==> src/rtl/seg_scan_pkg.sv <==
// seg_scan_pkg: shared types and constants for the 7-segment scanner.
// Holds the scan FSM state type, the BCD segment table and the blank code.
package seg_scan_pkg;

    typedef enum logic [1:0] {
        ST_IDLE = 2'd0,
        ST_GAP  = 2'd1,
        ST_SHOW = 2'd2
    } state_t;

    // Segment patterns {g,f,e,d,c,b,a}, active-high, for digits 0..9.
    localparam logic [6:0] SEG_TABLE [0:9] = '{
        7'h3F, 7'h06, 7'h5B, 7'h4F, 7'h66,
        7'h6D, 7'h7D, 7'h07, 7'h7F, 7'h6F
    };

    localparam logic [6:0] SEG_BLANK = 7'h00;

endpackage

==> src/rtl/seg7_decode.sv <==
// seg7_decode: combinational BCD-to-7-segment decoder (active-high).
// Codes 10..15 are not decimal digits and decode to all segments off.
module seg7_decode
    import seg_scan_pkg::*;
(
    input  logic [3:0] code,
    output logic [6:0] seg
);

    // Table lookup for decimal codes, blank for anything else.
    always_comb begin
        seg = SEG_BLANK;
        if (code < 4'd10) begin
            seg = SEG_TABLE[code];
        end
    end

endmodule

==> src/rtl/seg_scan_mux.sv <==
// seg_scan_mux: time-multiplexed BCD-to-7-segment scanner.
// Scans N_DIGITS digits over a shared segment bus with an optional all-off gap
// between digits, leading-zero blanking and per-digit blink.
// Optional feature macro: SEG_SCAN_DP_EN adds dp_in/dp decimal-point support.
module seg_scan_mux
    import seg_scan_pkg::*;
#(
    parameter int N_DIGITS     = 4,
    parameter int DWELL_CYCLES = 1000,
    parameter int BLANK_CYCLES = 16,
    parameter int BLINK_FRAMES = 64,
    parameter int ACTIVE_LOW   = 0
) (
    input  logic                    clk,
    input  logic                    rst,
    input  logic                    en,
    input  logic [4*N_DIGITS-1:0]   bcd_in,
    input  logic [N_DIGITS-1:0]     blink_mask,
    input  logic                    lzb_en,
`ifdef SEG_SCAN_DP_EN
    input  logic [N_DIGITS-1:0]     dp_in,
    output logic                    dp,
`endif
    output logic [6:0]              seg,
    output logic [N_DIGITS-1:0]     dig_sel,
    output logic                    frame_done
);

    localparam int CNT_MAX = (DWELL_CYCLES > BLANK_CYCLES) ? DWELL_CYCLES : BLANK_CYCLES;
    localparam int CW      = $clog2(CNT_MAX) + 1;
    localparam int BW      = $clog2(BLINK_FRAMES) + 1;
    localparam int IW      = $clog2(N_DIGITS - 1) + 1;

    localparam logic [CW-1:0] DWELL_LAST = CW'(DWELL_CYCLES - 1);
    localparam logic [CW-1:0] GAP_LAST   = CW'(BLANK_CYCLES - 1);
    localparam logic [BW-1:0] BLINK_LAST = BW'(BLINK_FRAMES - 1);
    localparam logic [IW-1:0] IDX_LAST   = IW'(N_DIGITS - 1);

    // With no gap configured, every digit hand-off goes straight to SHOW.
    localparam state_t AFTER_DIGIT = (BLANK_CYCLES == 0) ? ST_SHOW : ST_GAP;

    localparam logic                POL     = (ACTIVE_LOW != 0);
    localparam logic [6:0]          SEG_OFF = {7{POL}};
    localparam logic [N_DIGITS-1:0] DIG_OFF = {N_DIGITS{POL}};

    state_t                 state, state_d;
    logic [IW-1:0]          idx, idx_d;
    logic [CW-1:0]          cnt, cnt_d;
    logic [4*N_DIGITS-1:0]  shadow, shadow_d;
    logic [BW-1:0]          bcnt, bcnt_d;
    logic                   phase, phase_d;
    logic                   frame_end;

    logic                   show;
    logic [N_DIGITS-1:0]    onehot;
    logic [4*N_DIGITS-1:0]  upper;
    logic [3:0]             digit_code;
    logic [6:0]             dec_seg;
    logic                   lzb_hit;
    logic                   blink_hit;
    logic [6:0]             seg_n;
    logic [N_DIGITS-1:0]    dig_n;

    // Next-state logic: scan sequencing, frame-boundary sampling and blink count.
    always_comb begin
        state_d   = state;
        idx_d     = idx;
        cnt_d     = cnt;
        shadow_d  = shadow;
        bcnt_d    = bcnt;
        phase_d   = phase;
        frame_end = 1'b0;
        if (!en) begin
            state_d = ST_IDLE;
            idx_d   = '0;
            cnt_d   = '0;
        end else begin
            case (state)
                ST_IDLE: begin
                    shadow_d = bcd_in;
                    idx_d    = '0;
                    cnt_d    = '0;
                    state_d  = AFTER_DIGIT;
                end
                ST_GAP: begin
                    if (cnt == GAP_LAST) begin
                        cnt_d   = '0;
                        state_d = ST_SHOW;
                    end else begin
                        cnt_d = cnt + 1'b1;
                    end
                end
                ST_SHOW: begin
                    if (cnt == DWELL_LAST) begin
                        cnt_d   = '0;
                        state_d = AFTER_DIGIT;
                        if (idx == IDX_LAST) begin
                            idx_d     = '0;
                            frame_end = 1'b1;
                            shadow_d  = bcd_in;
                            if (bcnt == BLINK_LAST) begin
                                bcnt_d  = '0;
                                phase_d = ~phase;
                            end else begin
                                bcnt_d = bcnt + 1'b1;
                            end
                        end else begin
                            idx_d = idx + 1'b1;
                        end
                    end else begin
                        cnt_d = cnt + 1'b1;
                    end
                end
                default: begin
                    state_d = ST_IDLE;
                    idx_d   = '0;
                    cnt_d   = '0;
                end
            endcase
        end
    end

    // Outputs are built from the next-state values so the registered pins
    // line up with the state they describe rather than lagging by a cycle.
    assign show       = (state_d == ST_SHOW);
    assign onehot     = {{(N_DIGITS-1){1'b0}}, 1'b1} << idx_d;
    assign upper      = shadow_d >> {idx_d, 2'b00};
    assign digit_code = upper[3:0];

    seg7_decode u_decode (
        .code (digit_code),
        .seg  (dec_seg)
    );

    // Blanking rules and active-high output patterns for the selected digit.
    always_comb begin
        lzb_hit   = lzb_en && (idx_d != '0) && (upper == '0);
        blink_hit = phase_d && (|(blink_mask & onehot));
        seg_n     = SEG_BLANK;
        dig_n     = '0;
        if (show) begin
            dig_n = onehot;
            if (!lzb_hit && !blink_hit) begin
                seg_n = dec_seg;
            end
        end
    end

    // State and output registers with synchronous reset.
    always_ff @(posedge clk) begin
        if (rst) begin
            state      <= ST_IDLE;
            idx        <= '0;
            cnt        <= '0;
            shadow     <= '0;
            bcnt       <= '0;
            phase      <= 1'b0;
            seg        <= SEG_OFF;
            dig_sel    <= DIG_OFF;
            frame_done <= 1'b0;
        end else begin
            state      <= state_d;
            idx        <= idx_d;
            cnt        <= cnt_d;
            shadow     <= shadow_d;
            bcnt       <= bcnt_d;
            phase      <= phase_d;
            seg        <= seg_n ^ SEG_OFF;
            dig_sel    <= dig_n ^ DIG_OFF;
            frame_done <= frame_end;
        end
    end

`ifdef SEG_SCAN_DP_EN
    logic [N_DIGITS-1:0] dp_shadow, dp_shadow_d;
    logic                dp_n;

    // Decimal points are captured alongside the BCD digits and obey blink only.
    always_comb begin
        dp_shadow_d = dp_shadow;
        if (en && ((state == ST_IDLE) || frame_end)) begin
            dp_shadow_d = dp_in;
        end
        dp_n = show && !blink_hit && (|(dp_shadow_d & onehot));
    end

    // Decimal-point shadow and output register.
    always_ff @(posedge clk) begin
        if (rst) begin
            dp_shadow <= '0;
            dp        <= POL;
        end else begin
            dp_shadow <= dp_shadow_d;
            dp        <= dp_n ^ POL;
        end
    end
`endif

endmodule

==> config.mk <==
export PLATFORM = sky130hd
export DESIGN_NAME = seg_scan_mux
export DESIGN_NICKNAME = d
export VERILOG_FILES = /design/src/rtl/seg_scan_pkg.sv /design/src/rtl/seg7_decode.sv /design/src/rtl/seg_scan_mux.sv
export SDC_FILE = /design/constraint.sdc
export NUM_CORES = 1
export LEC_CHECK = 0
export BUFFER_PORTS_ARGS = -buffer_cell sky130_fd_sc_hd__buf_4
export CAP_MARGIN = 5
export CORE_ASPECT_RATIO = 0.9
export CORE_UTILIZATION = 37
export DETAILED_ROUTE_END_ITERATION = 10
export GPL_ROUTABILITY_DRIVEN = 0
export PLACE_DENSITY_LB_ADDON = 0.25
export SLEW_MARGIN = 5
export SYNTH_ARGS = -nofsm -noshare
export SYNTH_HDL_FRONTEND = slang
export SYNTH_SLANG_ARGS = --single-unit
==> constraint.sdc <==
create_clock -name clk -period 3.15 [get_ports clk]
set_input_delay 0.4725 -clock clk [delete_from_list [all_inputs] [get_ports clk]]
set_output_delay 0.4725 -clock clk [all_outputs]
set_load 0.01 [all_outputs]
==> results of run 1 <==
## area by class of cell
type	instances	share of cell area
Clock inverter	1	0.002543
Tap cell	93	0.03378
Multi-Input combinational cell	224	0.4955
Clock buffer	6	0.02397
Sequential cell	52	0.3026
Inverter	8	0.008718
Timing Repair Buffer	61	0.1329
## logic make-up (layout without fill, tap and decap cells)
| logic type | after synthesis | count (layout) | synth area share |
|---|---|---|---|
| compound gates | 70 | 70 | 0.1978 |
| xor+xnor | 14 | 14 | 0.04457 |
| fa+ha+maj | 13 | 13 | 0.05912 |
| buf+inv | 23 | 76 | 0.03365 |
| flops | 52 | 52 | 0.3784 |
| mux | 14 | 14 | 0.05684 |
| simple gates | 113 | 113 | 0.2297 |
## what timing repair did
item / CTS / global route
pin swaps: 0 / 2
hold buffers: 0 / 0
setup endpoints to repair: 7 / 7
setup buffers: 0 / 1
gates resized for setup: 2 / 15
## cell usage in the layout (no fill, tap or decap), drive strengths merged, types with 6 or more instances in the layout
cell     n
nand2b   6
o21ai    9
nand2   12
nand4   10
mux2i   11
a21oi   11
dfxtp   52
ha      13
a22o    12
clkbuf   6
buf     61
xnor2    7
nor2    29
nor3    14
nor2b   16
nand3    6
o221ai   6
xor2     7
inv      8
## worst paths after layout
| path | from | endpoint | slack [ns] | cells after the start |
|---|---|---|---|---|
| hold / removal | bcd_in[0] | shadow[0] | 0.45 | 3 |
| hold reg to reg | cnt[0] | cnt[0] | 0.47 | 1 |
| setup reg to reg | cnt[3] | seg[3] | 0.14 | 10 |
| setup / recovery | cnt[3] | seg[3] | 0.14 | 10 |
## power by group
part           internal, mW  switching (mW)  total, mW
Clock                 0.176           0.220      0.396
Sequential            0.670         0.00691      0.676
Combinational        0.0800          0.0861      0.166
## critical path: stages, from the launching register on
cell,delay (ns)
dfxtp_1,0.36
or3_4,0.41
o41ai_1,0.46
a31oi_2,0.11
a21oi_2,0.26
buf_4,0.20
nand2b_1,0.13
o2111ai_2,0.17
a41o_1,0.31
a211oi_4,0.33
a21boi_2,0.21
## state kept, by name, summed over array words and instances, names as in the netlist
| register | count |
|---|---|
| dig_sel | 4 |
| state | 2 |
| frame_done | 1 |
| idx | 3 |
| phase | 1 |
| shadow | 16 |
| seg | 7 |
| bcnt | 7 |
| cnt | 11 |
## metrics by stage
stage,setup TNS [ns],utilization
global route,0,0.4843
detailed placement,-0.03009,0.4595
global placement,0,0.4595
CTS,0,0.4738
finish,0,0.4843
floorplan,0,-
## cell usage after synthesis, drive strengths merged, types with 3 or more instances
cell | instances | area [sq um]
nand4 | 10 | 77.57
clkbuf | 12 | 45.04
mux2i | 11 | 122.6
or3 | 3 | 23.77
and3 | 5 | 31.28
nand2b | 6 | 37.54
a22oi | 4 | 35.03
mux2 | 3 | 33.78
nor2b | 16 | 100.1
nand2 | 12 | 52.55
o221ai | 6 | 58.80
nand3 | 6 | 30.03
dfxtp | 52 | 1041
xor2 | 7 | 61.31
a22o | 12 | 105.1
nor3 | 14 | 80.08
a21oi | 11 | 55.05
buf | 3 | 17.52
a31oi | 3 | 25.02
o21ai | 9 | 45.04
and2 | 3 | 18.77
ha | 13 | 162.7
nor2 | 29 | 108.9
inv | 8 | 30.03
o22ai | 5 | 31.28
o2111ai | 5 | 56.31
xnor2 | 7 | 61.31
## metal layers
layer  vias to the layer above  wire [um]  share of wire  track usage
met4                         0         44         0.0067      0.03776
met5                         -          0              0            0
met3                         5        335          0.051      0.03916
met1                      1125       3361           0.51       0.2630
met2                        52       2874           0.43       0.2587
li1                       1209          -              -            -
==> results.toml, run 1 <==
[sta]
rsz0062_at_grt = "no"
setup_slack_ns = 0.1432
fmaxAchievable_ghz = 0.3326
hold-worst-slack_ns = 0.4524
setup_viol_count_final = 0
finalCritPeriodShare = 0.9545
slew_viol_final = 0
relSlewSlack = 0.5855
skew_ns = 0.007024
worstMarginPinSlew_ns = 0.6153
hold_viol = 0
min_period_ns = 3.007

[critical_path]
setup.worst_path.end_class = "flop"
crit_type = "flop to flop"
critPathMaxFanout = 8
worstSetupStartpointType = "flop"
cp_data_arrival_time_ns = 3.25
worstPathRequired_ns = 3.39

[placed_design]
place_ws_ns = -0.02496
dp.cells = 437
placedInstanceArea_sq_mm = 0.003268
port_buffers = 35
dp_hpwl_um = 4875

[worst_hold_path]
min_path_type = "primary input to flop"

[grt]
grt_first_pass_wirelength_um = 10850
grt_overflow = 0
grt_antenna_before_repair = 0
grt_use_total = 0.1767
grt_max_degree = 31
first_global_vias = 2217

[route]
num_vias = 2391
drt_iter0_drc = 121
wirelength_um = 6614
via_per_inst = 5.373
postRouteAntennaNets = 0
wl_per_cell_um = 14.86
drtPass1Iterations = 4
route.detailed.drc = 0

[yosys]
synthArstFlopShare = 0
synth-edff-count = 0
synth_top_flop_cell = "dfxtp_1"
syn_area_sq_mm = 0.002751
seq_area_frac_synth = 0.3784
syn-instance-count = 299
ys_seq_elements = 52
syn-num-nets = 336
synth_warnings = 0
syn_area_per_cell_sq_um = 9.202
synth_cell_types = 56

[clock_tree]
cts_tree = "yes"
h-tree-depth = 2
clock_latency_ns = 0.30
clock_sinks = 52
cts_buffers = 5
clock_path_buffers = 2
clk_pin_slew_ns = 0.10
root_buffer = "clkbuf_8"

[floorplan]
num_rows = 29
start_util = 0.3869
die_width_um = 92.90
core-area_sq_mm = 0.007112
ios = 36
dieArea_sq_mm = 0.007785
dieHeight_um = 83.81

[run_status]
status = "finished clean"

[power]
p_per_area_mw_per_mm2 = 359.6
leakage_nw = 1.390
totalPowerFinal_mw = 1.239
max-vdd-ir-drop_mv = 0.2161

[run]
cap_violations = 0

[final_layout]
multi_input_area_sq_mm = 0.001707
drive_gt1_frac = 0.2841
regArea_sq_mm = 0.001042
design_area_sq_mm = 0.003445
nets = 389
diodes = 0
final_cells = 445
fill_cells = 709
syn_to_final_growth_pct = 25.19
No activity file was read; power rests on OpenSTA's default activity.
==> inputs of run 2 (changes only) <==
clock period = 2.7 ns   (was 3.15 ns; I/O delays follow)
==> results.toml, run 2 (same netlist as run 1, synthesis figures left out) <==
[critical_path]
rrSetupSlack_ns = -0.18
cp_data_arrival_time_ns = 3.14
slowest_stage = "or4_4"
worstPathRequired_ns = 2.96
setup.worst_path.end_class = "flop"
cpMostUsedCell = "buf_4"
max_stage_delay_ns = 0.60
crit_buf_inv = 2
worstSetupStartpointType = "flop"
critPathTopFamily = "simple AND/OR/NAND/NOR gates"
critPathMaxFanout = 5
critical_path.cell_chain = "or3_4 > or4_4 > nand2_8 > a22o_1 > mux2i_1 > nand2_1 > o2111ai_4 > buf_4 > buf_4 > ha_1 > mux2_2 > a21boi_2"
crit_type = "flop to flop"

[clock_tree]
clock_latency_ns = 0.31
h-tree-depth = 2
root_buffer = "clkbuf_8"
clock_sinks = 52
clock_path_buffers = 2
cts_tree = "yes"
cts_buffers = 5
clk_pin_slew_ns = 0.09

[final_layout]
largest_register_ffs = 16
nets = 452
largest-register = "shadow"
final_common_cell = "buf_4"
final_cells = 509
layout_common_cells = "120 x buf_4, 46 x dfxtp_1, 28 x nor2_1"
drive_gt1_frac = 0.4135
reg.largest.list = "shadow x16, cnt x11"
diodes = 0
syn_to_final_growth_pct = 45.43

[sta]
rsz0062_at_grt = "yes"
relSlewSlack = 0.6637
setup_viol_count_final = 7
setup_slack_ns = -0.1846
fmaxAchievable_ghz = 0.3467
min_period_ns = 2.885
hold_viol = 0
hold-worst-slack_ns = 0.3952
worstMarginPinSlew_ns = 0.5045
finalCritPeriodShare = 1.068
skew_ns = 0.005735
slew_viol_final = 0

[grt]
grtUsageMet2 = 0.3041
grt_max_degree = 31
use_met1 = 0.2835
grt_overflow = 0
top_usage_layer = "met2"
grt_use_total = 0.2029
grt_antenna_before_repair = 0
grt_first_pass_wirelength_um = 12400
grtUsageMet3 = 0.03734
first_global_vias = 2595

[placed_design]
port_buffers = 35
dp.cells = 487
dp_hpwl_um = 5628

[floorplan]
num_rows = 29
die_width_um = 92.90
dieArea_sq_mm = 0.007785
dieHeight_um = 83.81
core-area_sq_mm = 0.007112
ios = 36
start_util = 0.3869

[worst_hold_path]
min_path_type = "primary input to flop"

[power]
p_per_area_mw_per_mm2 = 377.5
leakage_nw = 1.707
max-vdd-ir-drop_mv = 0.2372

[run_status]
status = "finished with violations"
violations = "negative setup slack"

[route]
postRouteAntennaNets = 0
wirelength_um = 7739
wl_per_cell_um = 15.20
route.detailed.drc = 0
via_per_inst = 5.346
drtPass1Iterations = 4
drt_iter0_drc = 163
num_vias = 2721

[run]
cap_violations = 0
## run 2: cell types whose count changed in the layout (fill, tap and decap cells not counted), moves of 2 or more
| cell | before | now |
|---|---|---|
| a22o_4 | 2 | 0 |
| ha_4 | 1 | 3 |
| dfxtp_1 | 51 | 46 |
| a22o_1 | 10 | 12 |
| dfxtp_2 | 1 | 6 |
| buf_4 | 61 | 120 |
## run 2: layout make-up
| class | instances | area (sq um) |
|---|---|---|
| well taps | 93 | 116.4 |
| clock buffers | 7 | 86.33 |
| fillers | 668 | 3110 |
| flip-flops and latches | 52 | 1049 |
| repair buffers | 122 | 932.1 |
| inverters | 8 | 30.03 |
| clock inverters | 1 | 7.507 |
| multi-input cells | 226 | 1780 |
## run 2: power breakdown
| group | internal, mW | switching (mW) |
|---|---|---|
| sequential | 0.781 | 0.00699 |
| clock | 0.209 | 0.266 |
| combinational | 0.128 | 0.119 |
| total | 1.12 | 0.392 |
## run 2: final timing paths
| path | start | endpoint | depth (start not counted) |
|---|---|---|---|
| setup reg to reg | cnt[4] | seg[0] | 12 |
| setup / recovery | cnt[4] | seg[0] | 12 |
| hold / removal | bcd_in[2] | shadow[2] | 3 |
| hold reg to reg | bcnt[6] | bcnt[6] | 1 |
## run 2: routing by layer
layer,routed length [um],up-vias
met5,0,-
met4,199,0
met3,408,20
met2,3464,86
met1,3666,1280
li1,-,1335
## run 2: repair_timing
| item | in CTS | in global routing |
|---|---|---|
| hold buffers | 0 | 0 |
| gates resized for setup | 18 | 10 |
| endpoints found under the hold margin | 0 | 0 |
| pin swaps | 10 | 5 |
| setup buffers | 4 | 8 |
| cloned | 1 | 1 |
| endpoints found under the setup margin | 7 | 7 |
## run 2: stage by stage
step / area, sq um / total power [mW] / setup slack (ns) / util / TNS, ns
after floorplan: 2796 / 0.9208 / -0.2677 / - / -1.721
after global placement: 3670 / 1.022 / -0.2141 / 0.5160 / -1.316
after detailed placement: 3670 / 1.026 / -0.3820 / 0.5160 / -2.318
after CTS: 3885 / 1.510 / -0.2005 / 0.5463 / -1.186
after global routing: 4001 / 1.586 / -0.3012 / 0.5626 / -1.958
final: 4001 / 1.510 / -0.1846 / 0.5626 / -1.093
## run 2: worst reg2reg max path, delay by kind of cell (launching register included)
family	cells	cell delay [ns]
and+or+nand+nor	4	1.20
AOI/OAI and AO/OA	3	0.43
DFF	1	0.35
muxes	2	0.34
buffers and inverters	2	0.33
adders and majority gates	1	0.19
==> inputs of run 3 (changes only) <==
CORE_MARGIN = 4   (was default)
CORE_UTILIZATION = 50   (was 37)
==> results.toml, run 3 (same netlist as run 1, synthesis figures left out) <==
[route]
num_vias = 2689
drtPass1Iterations = 5
route.met3.wl_um = 494
postRouteAntennaNets = 0
wl_met1_um = 3444
via_per_inst = 5.733
wl_per_cell_um = 15.85
wirelength_um = 7433
drt_iter0_drc = 206
wl_met2_um = 3382
highest_layer = "met4"
route.detailed.drc = 0

[final_layout]
multi_input_area_sq_mm = 0.001769
final_cells = 469
drive_gt1_frac = 0.3955
final_util = 0.7285
regArea_sq_mm = 0.001047
largest_register_ffs = 16
diodes = 0
largest-register = "shadow"
final_common_cell = "buf_4"
fill_cells = 395
layout_common_cells = "108 x buf_4, 47 x dfxtp_1, 28 x nor2_1"
design_area_sq_mm = 0.003851
nets = 438
syn_to_final_growth_pct = 39.97
reg.largest.list = "shadow x16, cnt x11"

[worst_hold_path]
worstHoldPathCells = 3
min_path_type = "primary input to flop"
min_to = "shadow[3]"
min_from = "bcd_in[3]"

[sta]
setup_slack_ns = -0.2255
finalSetupTns_ns = -1.290
fmaxAchievable_ghz = 0.3418
hold-worst-slack_ns = 0.3826
min_period_ns = 2.926
setup_viol_count_final = 7
hold_viol = 0
relSlewSlack = 0.6852
worstMarginPinSlew_ns = 0.4708
finalCritPeriodShare = 1.084
skew_ns = 0.002482
rsz0062_at_grt = "yes"
slew_viol_final = 0

[placed_design]
dp.cells = 455
port_buffers = 35
dp_hpwl_um = 5573
placedInstanceArea_sq_mm = 0.003592

[grt]
first_global_vias = 2626
grt_antenna_before_repair = 0
grt_use_total = 0.2269
grt_first_pass_wirelength_um = 12320
grt_max_degree = 31
grt_overflow = 0

[floorplan]
ios = 36
start_util = 0.5205
dieHeight_um = 78.38
num_rows = 25
dieArea_sq_mm = 0.006756
die_width_um = 86.20
core-area_sq_mm = 0.005286

[run_status]
violations = "negative setup slack"
status = "finished with violations"

[clock_tree]
ctsHoldBuffers = 0
cts_tree = "yes"
clock_sinks = 52
clock_path_buffers = 2
cts_buffers = 5
clk_pin_slew_ns = 0.10
clock_latency_ns = 0.31
root_buffer = "clkbuf_8"
h-tree-depth = 2

[critical_path]
worstSetupStartpointType = "flop"
crit_type = "flop to flop"
worstPathRequired_ns = 2.95
setup.worst_path.end_class = "flop"
r2r_start = "state[0]"
cp_data_arrival_time_ns = 3.17
rr_endpoint = "seg[0]"
critPathMaxFanout = 7
rrSetupSlack_ns = -0.23
ff2ff_path_depth = 13

[power]
max-vdd-ir-drop_mv = 0.2967
p_per_area_mw_per_mm2 = 382.8
leakage_nw = 1.647

[run]
cap_violations = 0
[run 3: where the power goes]
part           total, mW  leakage, nW  internal, mW  switching [mW]
logic              0.230         1.18         0.116           0.113
clock network      0.455       0.0445         0.185           0.270
registers          0.790        0.424         0.781         0.00814
[run 3: per-stage QoR]
step / power [mW] / worst slack [ns]
CTS: 1.477 / -0.2137
floorplan: 0.9208 / -0.2677
finish: 1.474 / -0.2255
global placement: 1.009 / -0.2109
detailed placement: 1.013 / -0.2735
global route: 1.539 / -0.3745
[run 3: worst max-delay path, cell delays in order, from the launching register on]
cell       delay (ns)
dfxtp_2          0.35
inv_2            0.08
ha_4             0.16
nand4_1          0.13
or4_4            0.61
nand2_8          0.12
a22o_1           0.18
mux2i_1          0.08
nand2_1          0.11
o2111ai_4        0.13
ha_4             0.19
a41o_1           0.20
a211oi_4         0.31
a21boi_2         0.22
[run 3: how the worst max path moves through the flow]
stage | startpoint | end | slack (ns) | cells past startpoint
after floorplan | state[0] | seg[0] | -0.27 | 15
after global placement | cnt[0] | seg[3] | -0.21 | 13
after detailed placement | state[0] | seg[3] | -0.27 | 13
after CTS | cnt[3] | seg[3] | -0.21 | 11
after global routing | cnt[1] | seg[0] | -0.37 | 12
final | state[0] | seg[0] | -0.23 | 13
[run 3: area by class of cell]
class | instances | area share
Clock buffer | 5 | 0.01787
Clock inverter | 3 | 0.005523
Inverter | 8 | 0.007797
Multi-Input combinational cell | 225 | 0.4594
Sequential cell | 52 | 0.2719
Tap cell | 67 | 0.02177
Timing Repair Buffer | 109 | 0.2157
[run 3: metal layers]
layer | track usage | up-vias
met5 | 0 | -
met2 | 0.3567 | 94
met4 | 0.07788 | 0
met3 | 0.03778 | 11
met1 | 0.3141 | 1285
li1 | - | 1299
[run 3: what timing repair did]
action	4_1_cts	5_1_grt
resized for setup	16	10
cloned	1	0
setup endpoints to repair	7	7
pin swaps	6	7
buffers inserted	3	2
